## src/rtl/instr_fetch_unit.sv

```systemverilog
// instr_fetch_unit: fetches four bytes from a byte-wide MMU port and presents big-endian 32-bit words to decode
module instr_fetch_unit #(
    parameter logic [31:0] RESET_PC = 32'h0000_0000
) (
    input  logic        clk,
    input  logic        reset,
    output logic [31:0] mmuAddr,
    output logic        mmuRequest,
    input  logic [7:0]  mmuData,
    input  logic        mmuBusy,
    output logic [31:0] instrOut,
    output logic [31:0] pcOut,
    output logic        instrValid,
    input  logic        instrReady,
    input  logic        redirect,
    input  logic [31:0] redirectPc
);
    typedef enum logic [1:0] {S_GAP, S_REQ, S_WAIT, S_HOLD} state_t;

    state_t      r_state, w_state;
    logic [31:0] r_pc, w_pc;
    logic [1:0]  r_byte_idx, w_byte_idx;
    logic [31:0] r_shift, w_shift;
    logic        r_redir_pending, w_redir_pending;
    logic [31:0] r_redir_target, w_redir_target;
    logic [31:0] r_mmu_addr, w_mmu_addr;
    logic        r_mmu_req, w_mmu_req;
    logic [31:0] r_instr, w_instr;
    logic [31:0] r_pc_out, w_pc_out;
    logic        r_valid, w_valid;
    logic [31:0] w_target;

    assign mmuAddr    = r_mmu_addr;
    assign mmuRequest = r_mmu_req;
    assign instrOut   = r_instr;
    assign pcOut      = r_pc_out;
    assign instrValid = r_valid;

    // A redirect seen during the completing cycle overrides any target latched earlier
    assign w_target = redirect ? (redirectPc & 32'hFFFF_FFFC) : r_redir_target;

    // Next-state and next-output computation; an in-flight MMU transaction always runs to completion
    always_comb begin
        w_state         = r_state;
        w_pc            = r_pc;
        w_byte_idx      = r_byte_idx;
        w_shift         = r_shift;
        w_redir_pending = r_redir_pending;
        w_redir_target  = r_redir_target;
        w_mmu_addr      = r_mmu_addr;
        w_mmu_req       = r_mmu_req;
        w_instr         = r_instr;
        w_pc_out        = r_pc_out;
        w_valid         = r_valid;
        unique case (r_state)
            S_GAP: begin
                if (redirect) begin
                    w_pc       = w_target;
                    w_byte_idx = 2'd0;
                end else begin
                    w_state    = S_REQ;
                    w_mmu_req  = 1'b1;
                    w_mmu_addr = r_pc + {30'd0, r_byte_idx};
                end
            end
            S_REQ: begin
                if (redirect) begin
                    w_redir_pending = 1'b1;
                    w_redir_target  = w_target;
                end
                if (mmuBusy) w_state = S_WAIT;
            end
            S_WAIT: begin
                if (redirect) begin
                    w_redir_pending = 1'b1;
                    w_redir_target  = w_target;
                end
                if (!mmuBusy) begin
                    w_mmu_req = 1'b0;
                    w_state   = S_GAP;
                    if (redirect || r_redir_pending) begin
                        w_pc            = w_target;
                        w_byte_idx      = 2'd0;
                        w_redir_pending = 1'b0;
                        w_redir_target  = w_target;
                    end else if (r_byte_idx == 2'd3) begin
                        w_state    = S_HOLD;
                        w_valid    = 1'b1;
                        w_instr    = {r_shift[31:8], mmuData};
                        w_pc_out   = r_pc;
                        w_byte_idx = 2'd0;
                    end else begin
                        w_shift[{~r_byte_idx, 3'b000} +: 8] = mmuData;
                        w_byte_idx = r_byte_idx + 2'd1;
                    end
                end
            end
            S_HOLD: begin
                if (redirect) begin
                    w_pc       = w_target;
                    w_byte_idx = 2'd0;
                    w_valid    = 1'b0;
                    w_state    = S_GAP;
                end else if (instrReady) begin
                    w_pc    = r_pc + 32'd4;
                    w_valid = 1'b0;
                    w_state = S_GAP;
                end
            end
            default: w_state = S_GAP;
        endcase
    end

    // State and registered outputs; reset clears everything immediately
    always_ff @(posedge clk or posedge reset) begin
        if (reset) begin
            r_state         <= S_GAP;
            r_pc            <= RESET_PC;
            r_byte_idx      <= 2'd0;
            r_shift         <= 32'd0;
            r_redir_pending <= 1'b0;
            r_redir_target  <= RESET_PC;
            r_mmu_addr      <= RESET_PC;
            r_mmu_req       <= 1'b0;
            r_instr         <= 32'd0;
            r_pc_out        <= RESET_PC;
            r_valid         <= 1'b0;
        end else begin
            r_state         <= w_state;
            r_pc            <= w_pc;
            r_byte_idx      <= w_byte_idx;
            r_shift         <= w_shift;
            r_redir_pending <= w_redir_pending;
            r_redir_target  <= w_redir_target;
            r_mmu_addr      <= w_mmu_addr;
            r_mmu_req       <= w_mmu_req;
            r_instr         <= w_instr;
            r_pc_out        <= w_pc_out;
            r_valid         <= w_valid;
        end
    end
endmodule

```

## config.mk

```make
export PLATFORM = sky130hd
export DESIGN_NAME = instr_fetch_unit
export DESIGN_NICKNAME = d
export VERILOG_FILES = /design/src/rtl/instr_fetch_unit.sv
export SDC_FILE = /design/constraint.sdc
export NUM_CORES = 1
export LEC_CHECK = 0
export BUFFER_PORTS_ARGS = -buffer_cell sky130_fd_sc_hd__buf_2
export CELL_PAD_IN_SITES_DETAIL_PLACEMENT = 2
export CELL_PAD_IN_SITES_GLOBAL_PLACEMENT = 2
export CORE_MARGIN = 2
export CORE_UTILIZATION = 39
export DETAILED_ROUTE_END_ITERATION = 16
export PLACE_DENSITY_LB_ADDON = 0.1
export SLEW_MARGIN = 20
export SYNTH_ARGS = -nofsm -noshare
export SYNTH_HDL_FRONTEND = slang
export SYNTH_SLANG_ARGS = --single-unit
```

## constraint.sdc

```tcl
create_clock -name clk -period 16.7 [get_ports clk]
set_clock_uncertainty 0.05 [all_clocks]
set_input_delay 0.835 -clock clk [delete_from_list [all_inputs] [get_ports clk]]
set_output_delay 0.835 -clock clk [all_outputs]
set_load 0.02 [all_outputs]
```

* Word level (Yosys, flattened, before mapping)
Index checks and enable logic that the tools add are counted.
** Cells by class
- $add $sub $neg :: 4
- Equality and inequality tests :: 13
- Shifts and indexed selects :: 2
- Muxes and demuxes :: 38
- Bitwise logic cells :: 5
- Reduce and logical (&&, ||, !) cells :: 16
** Operator list (count)
- $mux 32 :: 9
- $pmux 32 s3 :: 1
- $pmux 32 s2 :: 1
- $add 32x2->32 :: 1
- $add 32x3->32 const B :: 1
- $bwmux 32 :: 1
- $shift 8x7->32 const A :: 1
- $shiftx 8x7->32 :: 1
- $mux 2 :: 11
- $ne 2x2->1 const B :: 7
- $reduce_and 4->1 :: 3
- $mux 1 :: 10
- $reduce_and 5->1 :: 2
- $pmux 2 s4 :: 1
- $reduce_bool 2->1 :: 4
- $neg 5->7 :: 1
- $eq 2x2->1 const B :: 3
- $pmux 1 s2 :: 3
- $reduce_and 3->1 :: 2
- $not 1->1 :: 4
- $pmux 2 s2 :: 1
- $ne 3x3->1 const B :: 1
- $reduce_bool 3->1 :: 1
- $add 2x1->2 const B :: 1
- 7 further kinds :: 7
** Word-level totals
- Register bits after elaboration :: 199
- Output and inout port bits :: 98

* Longest topological paths before layout
- Word-level depth :: 5
- Mapped depth :: 10

* Least setup slack after synthesis
Ideal clock, no wire load.
- Kind :: input -> register
- From :: in redirect
- To :: reg r_instr[19] (netlist: instrOut[19])
- Library setup time :: 125 ps
- Data arrival time :: 2272 ps
- Data required time :: 16525 ps
- Slack :: 14253 ps
- Cell stages on the path :: 6
- Path buffers :: 2
- Cells stage by stage :: clkbuf_1 nor2_2 nand3_1 nor2_2 buf_2 mux2_2
** On the way
- Longest elaborated chain between the ends :: 3
** RTL lines
- from (decl) :: line 15 : input logic redirect,
- $logic_or 1x1->1 :: line 81 : if (redirect || r_redir_pending) begin
- $not 1->1 (no line)
- $reduce_and 4->1 (no line)
- to (signal assigned) :: line 137 : r_instr <= w_instr;
- to (decl) :: line 28 : logic [31:0] r_instr, w_instr;
No other way between the ends.
A chain may end at the register's enable or synchronous reset.

* Worst setup path in the final report
- From :: reg r_state[1]
- To :: reg r_pc[31]
** On the way
- Longest elaborated chain between the ends :: 3
** RTL lines
- from (decl) :: line 20 : state_t r_state, w_state;
- from (signal assigned) :: line 129 : r_state <= w_state;
- $eq 2x2->1 or $logic_not 2->1 (tied branches) :: line 55 : unique case (r_state)
- $ne 3x3->1 (no line) (tied with other cells)
- $reduce_and 5->1 (no line)
- to (signal assigned) :: line 130 : r_pc <= w_pc;
- to (decl) :: line 21 : logic [31:0] r_pc, w_pc;
Parallel ways exist; a longest one is shown, timed or not.

==> flow_metrics.py <==
metrics = {
    "clock_tree": {
        "cts.sinks": 191,
        "cts-resized-gates": 0,
        "cts_setup_buffers": 0,
        "clk_latency_ns": 0.44,
        "cts_buffers": 17,
        "cts_root_buf": "clkbuf_16",
        "ctsHoldBuffers": 0,
        "cts_tree": "done",
        "clkTransAtPathRegs_ns": 0.07,
        "clockBufferDepth": 2,
        "htree_levels": 4,
    },
    "grt": {
        "grt.overflow.total": 0,
        "grt_pass1_vias": 7915,
        "grt_pass1_wl_um": 44800,
        "track_usage_pct": 23.7,
        "grt_max_degree": 113,
        "antenna_found_initial": 0,
    },
    "sta": {
        "final_hold_viol_count": 0,
        "grt_setup_unrepaired": "false",
        "slew-limit-headroom_pct": 25.3,
        "fmax_mhz": 290,
        "finalSetupTns_ns": 0,
        "worst_pin_slew_ns": 1.12,
        "drv_slew": 0,
        "period_minus_slack_ns": 3.45,
        "post-route-period-util_pct": 20.6,
        "finalSetupViolCount": 0,
    },
    "worst_setup_path": {
        "endpoint_kind": "flop",
        "crit_buf_inv": 0,
        "rrSetupSlack_ns": 13.25,
        "crit_path_frequent_cell": "o21ai_1",
        "crit_path_cell_trace": "ha_1 -> nand2b_1 -> o21ai_1 -> a2111o_1 -> o21ai_0 -> o21ai_1",
        "worstSetupStartpoint": "r_state[1]",
        "reg2reg_from": "r_state[1]",
        "path_depth": 6,
        "required_ns": 16.99,
        "worstSetupStartpointType": "flop",
        "r2r-end": "r_pc[31]",
        "crit_path_max_incr_delay_ns": 0.94,
        "crit_fanout": 29,
        "crit_type": "reg -> reg",
        "ff2ff_path_depth": 6,
        "crit_family": "compound AO/OA/AOI/OAI gates",
        "arrival_ns": 3.73,
        "crit_end": "r_pc[31]",
        "cpMaxStageDelayCell": "ha_1",
    },
    "placement": {
        "hpwl_um": 18500,
        "portBuffers": 140,
        "gp_congestion": 0.800,
    },
    "yosys": {
        "syn-num-nets": 899,
        "synth_area_leaders": "dfrtp_1 (53%), mux2_2 (11%), o21ai_0 (5.5%)",
        "netlist_area_mm2": 0.00898,
        "synthFlopType": "dfrtp_1",
        "avgSynthCellArea_um2": 10.7,
        "synth_cells": 841,
        "synth-seq-cells": 191,
        "netlist.area_leader.share_pct": 53.2,
        "yosysTopAreaCell": "dfrtp_1",
        "yosys_warnings": 0,
        "synth_seq_area_share_pct": 53.2,
        "synth-edff-count": 0,
        "async_reset_ff_share_pct": 100,
        "synth_cell_types": 59,
    },
    "floorplanning": {
        "die_h_um": 156,
        "die_w_um": 156,
        "pin_count": 143,
        "initial_core_util_pct": 39.7,
        "dieArea_mm2": 0.0243,
        "coreArea_mm2": 0.0226,
        "rows": 55,
    },
    "detailed_routing": {
        "viasPerCell": 5.62,
        "wl_per_cell_um": 22.0,
        "drt_wl_total_um": 27400,
        "vias": 7009,
        "ant_nets": 0,
        "drt_iter0_drc": 257,
        "dr.pass1.iters": 4,
        "drc": 0,
    },
    "hold_path": {
        "hold_class": "reg -> reg",
    },
    "job": {
        "max_cap_violations": 0,
    },
    "pwr": {
        "vdd_drop_max_v": 0.0000681,
        "p_leak_nw": 4.97,
        "p_per_area_mw_per_mm2": 159,
    },
    "final_layout": {
        "final-seq-area_mm2": 0.00478,
        "area_growth_syn_to_layout_pct": 16.7,
        "layout-drive-gt1-share_pct": 29.6,
        "post-route-util_pct": 46.3,
        "nNetsFinal": 1008,
        "multi_input_area_mm2": 0.00390,
        "fillerInstances": 2379,
        "antennaDiodeCount": 0,
    },
    "outcome": {
        "outcome": "finished clean",
    },
}
## state kept, by name, summed over array words and instances (netlist names)
register and flops:
instrOut 32, instrValid 1, mmuAddr 32, mmuRequest 1, pcOut 32, r_byte_idx 2, r_pc 32, r_redir_pending 1
r_redir_target 32, r_shift 24, r_state 2
## cells in the final DEF, fill, tap and decap left out, types with 4 or more instances in the layout
master	count
inv_8	4
inv_1	16
nand3_1	13
nor3b_1	11
buf_2	140
xor2_1	15
clkbuf_16	17
nand2_1	121
nand4_1	14
xnor2_1	15
buf_4	8
a21oi_1	29
o31ai_1	5
and2_1	4
a31oi_1	9
ha_1	12
nor3_1	15
dfrtp_1	191
o2bb2ai_1	6
nor2_1	24
a22o_1	9
mux2_2	91
o21ai_0	99
nor4_1	7
o21ai_1	6
and3_1	12
## final cells by class
type / count / area share [%]
Clock buffer: 20 / 4.36
Tap cell: 285 / 3.40
Multi-Input combinational cell: 574 / 37.2
Clock inverter: 12 / 1.43
Inverter: 17 / 0.680
Sequential cell: 191 / 45.6
Timing Repair Buffer: 149 / 7.36
## synth_stat cells, types with 15 or more instances
master	n
a21oi_1	29
buf_2	22
clkbuf_1	30
dfrtp_1	191
inv_1	17
mux2_2	91
nand2_1	122
nor2_1	24
nor3_1	15
o21ai_0	99
xnor2_1	15
xor2_1	15
## worst reg2reg max path: stages, from the launching register on
cell and delay, ns:
dfrtp_1 0.44, ha_1 0.94, nand2b_1 0.21, o21ai_1 0.45, a2111o_1 0.90, o21ai_0 0.24
o21ai_1 0.14
## how the worst min path moves through the flow
stage                            from     endpoint  slack, ns  cells after the start
after global routing      mmuAddr[19]  mmuAddr[19]       0.47                      2
after floorplan           r_shift[10]  r_shift[10]       0.39                      2
after detailed placement  mmuAddr[24]  mmuAddr[24]       0.42                      2
final                     mmuAddr[19]  mmuAddr[19]       0.43                      2
after global placement    r_shift[21]  r_shift[21]       0.41                      2
after CTS                 mmuAddr[24]  mmuAddr[24]       0.44                      2
## per-layer routing
layer  global-route usage, %  part of all wire (%)  up-vias
li1                        -                     -     3188
met1                    30.6                    45     3678
met2                    41.8                    52      122
met3                    3.78                   2.8       21
met4                    5.59                  0.91        0
met5                       0                     0        -
## through the flow
stage | instance area, µm² | hold slack (ns) | setup slack, ns | cells | power [mW]
after global placement | 9870 | 0.406 | 13.35 | 1216 | 1.21
after floorplan | 8980 | 0.394 | 10.62 | 841 | 1.06
final | 10500 | 0.431 | 13.25 | 1248 | 1.67
after CTS | 10500 | 0.435 | 13.25 | 1248 | 1.69
after detailed placement | 9870 | 0.419 | 13.21 | 1216 | 1.25
after global routing | 10500 | 0.467 | 12.94 | 1248 | 1.78
## report_power, final
group / internal, mW / switching [mW]
sequential: 0.580 / 0.134
clock: 0.234 / 0.193
combinational: 0.207 / 0.321
## logic make-up after synthesis
group	count (synthesis)	synth area share, %
simple gates	243	13.3
fa+ha+maj	13	1.89
xor+xnor	30	2.92
compound gates	193	13.2
flops	191	53.2
buf+inv	76	3.54
mux	95	11.9
Note: power is estimated with default switching activity, not from simulation.
